`config.mk`:
```
export PLATFORM = sky130hd
export DESIGN_NAME = alu_reg
export DESIGN_NICKNAME = d
export VERILOG_FILES = /design/src/rtl/alu_reg.sv
export SDC_FILE = /design/constraint.sdc
export NUM_CORES = 2
export LEC_CHECK = 0
export BUFFER_PORTS_ARGS = -buffer_cell sky130_fd_sc_hd__buf_2
export CAP_MARGIN = 10
export CORE_MARGIN = 2
export CORE_UTILIZATION = 29
export DETAILED_ROUTE_END_ITERATION = 12
export PLACE_DENSITY = 0.49
export SLEW_MARGIN = 20
export SYNTH_ARGS = -nofsm -noshare
export SYNTH_HDL_FRONTEND = slang
export SYNTH_SLANG_ARGS = --single-unit
```
`constraint.sdc`:
```
create_clock -name clk -period 1 [get_ports clk]
set_input_delay 0.3 -clock clk [delete_from_list [all_inputs] [get_ports clk]]
set_output_delay 0.3 -clock clk [all_outputs]
set_load 0.02 [all_outputs]
```
`src/rtl/alu_reg.sv`:
```
// alu_reg: 32-bit integer ALU with registered result and status flags.
//
// Ports:
//   clk      - system clock, rising-edge active
//   rst      - asynchronous, active-high reset
//   data1    - operand A (rs)
//   data2    - operand B (rt or immediate); [4:0] is the shift amount
//   ALUop    - 4-bit operation select
//   result   - registered operation result (valid one cycle after inputs)
//   zero     - registered; 1 when the registered result is 0
//   overflow - registered; signed overflow of ADD/SUB, otherwise 0
module alu_reg (
  input  logic        clk,
  input  logic        rst,
  input  logic [31:0] data1,
  input  logic [31:0] data2,
  input  logic [3:0]  ALUop,
  output logic [31:0] result,
  output logic        zero,
  output logic        overflow
);

  typedef enum logic [3:0] {
    OP_AND  = 4'b0000,
    OP_OR   = 4'b0001,
    OP_ADD  = 4'b0010,
    OP_XOR  = 4'b0011,
    OP_SLTU = 4'b0100,
    OP_PASB = 4'b0101,
    OP_SUB  = 4'b0110,
    OP_SLT  = 4'b0111,
    OP_SLL  = 4'b1000,
    OP_SRL  = 4'b1001,
    OP_SRA  = 4'b1010,
    OP_LUI  = 4'b1011,
    OP_NOR  = 4'b1100,
    OP_MUL  = 4'b1101,
    OP_SEQ  = 4'b1110,
    OP_RSVD = 4'b1111
  } op_e;

  op_e         op;
  logic [4:0]  sh;
  logic [31:0] sum;
  logic [31:0] diff;
  logic [31:0] res_n;
  logic        ovf_n;

  assign op   = op_e'(ALUop);
  assign sh   = data2[4:0];
  assign sum  = data1 + data2;
  assign diff = data1 - data2;

  always_comb begin
    res_n = '0;
    ovf_n = 1'b0;
    case (op)
      OP_AND:  res_n = data1 & data2;
      OP_OR:   res_n = data1 | data2;
      OP_ADD: begin
        res_n = sum;
        // Same-sign operands producing a different-sign sum.
        ovf_n = (data1[31] == data2[31]) && (sum[31] != data1[31]);
      end
      OP_XOR:  res_n = data1 ^ data2;
      OP_SLTU: res_n = {31'd0, (data1 < data2)};
      OP_PASB: res_n = data2;
      OP_SUB: begin
        res_n = diff;
        // Opposite-sign operands where the difference loses A's sign.
        ovf_n = (data1[31] != data2[31]) && (diff[31] != data1[31]);
      end
      OP_SLT:  res_n = {31'd0, ($signed(data1) < $signed(data2))};
      OP_SLL:  res_n = data1 << sh;
      OP_SRL:  res_n = data1 >> sh;
      OP_SRA:  res_n = 32'($signed(data1) >>> sh);
      OP_LUI:  res_n = {data2[15:0], 16'h0000};
      OP_NOR:  res_n = ~(data1 | data2);
      OP_MUL:  res_n = 32'(data1 * data2);
      OP_SEQ:  res_n = {31'd0, (data1 == data2)};
      OP_RSVD: res_n = '0;
      default: res_n = '0;
    endcase
  end

  always_ff @(posedge clk or posedge rst) begin
    if (rst) begin
      result   <= '0;
      zero     <= 1'b1;
      overflow <= 1'b0;
    end else begin
      result   <= res_n;
      zero     <= (res_n == '0);
      overflow <= ovf_n;
    end
  end

endmodule

```
==> flow_summary.json <==
{
  "place_inst": 5063,
  "dpl.hpwl_mm": 111,
  "fmax_mhz": 138,
  "dp_worst_setup_slack_ps": -7000,
  "clk_path_buf_depth": 2,
  "grt_start_max_net_pins": 71,
  "async_flop_share_pct": 100,
  "hold-worst-slack_ps": 487,
  "mostFrequentLayoutCell": "buf_4",
  "cts.clk_slew.worst_paths_ps": 60,
  "final_cell_mix": "767 x buf_4, 438 x nor2_1, 412 x inv_1",
  "wl_per_cell_microns": 26.0,
  "period_needed_ps": 7270,
  "synth_flop_cell": "dfrtp_1",
  "worst_pin_slew_ps": 773,
  "synth-seq-cells": 34,
  "cp.arrival_ps": 7470,
  "seq_area_frac_synth_pct": 3.36,
  "ys_warn_count": 0,
  "crit_buf_inv": 8,
  "remaining_drc_errors": 0,
  "wirelength_mm": 134,
  "setup_viol": 68,
  "die_h_microns": 300,
  "cts_sinks": 34,
  "grt_pass1_vias": 28200,
  "p_per_area_nw_per_um2": 4310,
  "rsz0062_at_grt": "true",
  "syn_avg_cell_area_sq_um": 7.88,
  "fp.dieW_microns": 300,
  "ctsHtreeMaxLevel": 2,
  "report.final.slew_viol_count": 0,
  "hold_class": "in -> async",
  "max_stage_delay_ps": 570,
  "synthToLayoutAreaGrowth_pct": 45.4,
  "crit_fanout": 5,
  "layout-drive-gt1-share_pct": 36.7,
  "required_ps": 1200,
  "final_cell_area_sq_um": 36900,
  "port_buffers": 103,
  "start_util_pct": 29.3,
  "final_nets": 4698,
  "placed_area_sq_um": 33100,
  "synth.distinct_cells": 100,
  "antenna_found_initial": 5,
  "drt-initial-drc-count": 3190,
  "cellLeakagePower_nw": 17.2,
  "crit_path_top_delay_cell": "fa_1",
  "worst_setup_path_start_kind": "primary input",
  "endpoint_kind": "flop",
  "viasPerCell": 5.36,
  "failed_checks": "setup timing",
  "clockRootBuffer": "clkbuf_16",
  "gr-total-overflow": 0,
  "synth_nets": 3921,
  "grt_pass1_wl_mm": 195,
  "cp_top_family": "adder cells",
  "vias": 27700,
  "finalHoldViolCount": 0,
  "synth-edff-count": 0,
  "slew_headroom_pct": 48.5,
  "status": "finished with violations",
  "core.rowCount": 108,
  "cts_made_buffers": 5,
  "core-area_sq_um": 86800,
  "cts_tree": "yes",
  "synth_cells": 3221,
  "max-vdd-ir-drop_mv": 7.66,
  "drv_cap": 0,
  "fp.dieArea_sq_um": 89900,
  "finalNonFillerCells": 5163,
  "drt_pass1_iterations": 6,
  "syn-cell-area_sq_um": 25400,
  "gp_congestion": 1.06,
  "grt_use_total_pct": 29.8,
  "ant_nets": 0,
  "setup_slack_ps": -6270,
  "fin_crit_sh_pct": 727,
  "critPathMostFrequentCell": "fa_1",
  "critical_path_class": "in -> reg",
  "io-pin-count": 104
}
[synth_stat cells (30+ instances only)]
cell type	instances	share of area [%]
nand2_1	367	5.4
nor2_1	511	7.6
clkbuf_1	166	2.5
fa_1	410	32
a211oi_1	46	1.4
inv_1	469	6.9
mux4_2	43	3.8
a21oi_1	151	3.0
buf_1	33	0.49
dfrtp_1	33	3.3
xnor2_1	79	2.7
ha_1	220	11
mux2i_1	30	1.2
nand3_1	33	0.65
a31oi_1	31	0.76
o21ai_0	100	2.0
[worst min-delay path: stages]
cell           delay (ps)
dlygate4sd3_1         530
buf_2                 130
clkinvlp_4            160
[worst paths after layout]
check	start	end	cells past startpoint
worst max-delay path	data1[14]	zero$_DFF_PP1_	28
worst min-delay path	rst	result[28]$_DFF_PP0_	3
max in group asynchronous	rst	result[3]$_DFF_PP0_	4
min in group clk	data1[31]	overflow$_DFF_PP0_	4
[timing repair]
action | CTS | global route
endpoints found under the setup margin | 68 | 68
hold buffers | 1 | 0
setup buffers | 51 | 30
cloned | 5 | 1
pin swaps | 142 | 122
gates resized for setup | 544 | 159
endpoints found under the hold margin | 6 | 0
[registers in the layout (all words and copies together), names as in the netlist]
signal and flops:
result 32, overflow 1, zero 1
[layout make-up]
class | instances | area (sq um)
clock buffers | 7 | 143
inverters | 484 | 2010
multi-input cells | 2479 | 24000
well taps | 1155 | 1450
fillers | 8825 | 49800
flip-flops and latches | 34 | 852
clock inverters | 1 | 5.00
repair buffers | 993 | 8460
repair inverters | 1 | 16.3
diodes | 9 | 22.5
[layer usage]
metal	vias to the layer above	global-route usage, %	share of wire (%)
met5	-	0	0
met4	0	13.5	5.8
met3	309	6.76	10
met2	1445	44.8	43
met1	13800	40.6	41
li1	12100	-	-
[report_power, final]
| part | switching, mW | internal [mW] | leakage [nW] |
|---|---|---|---|
| combinational | 80.2 | 75.3 | 16.7 |
| sequential | 0.196 | 1.80 | 0.412 |
| clock | 0.582 | 0.987 | 0.0740 |
[logic make-up after synthesis]
logic type	synth area share [%]
simple gates	17.2
compound gates	16.4
buf+inv	10.7
mux	5.68
fa+ha+maj	43.2
xor+xnor	3.48
flops	3.36
[stage by stage]
| step | setup TNS (ps) | total power, mW | util [%] |
|---|---|---|---|
| 3_5_place_dp | -181130 | 110 | 38.1 |
| 3_3_place_gp | -181070 | 110 | 38.1 |
| 6_report | -161750 | 159 | 42.6 |
| 5_1_grt | -167670 | 167 | 42.5 |
| 4_1_cts | -161020 | 149 | 41.5 |
| 2_1_floorplan | -159920 | 76.2 | - |
Power figures use the tool's default switching activity.
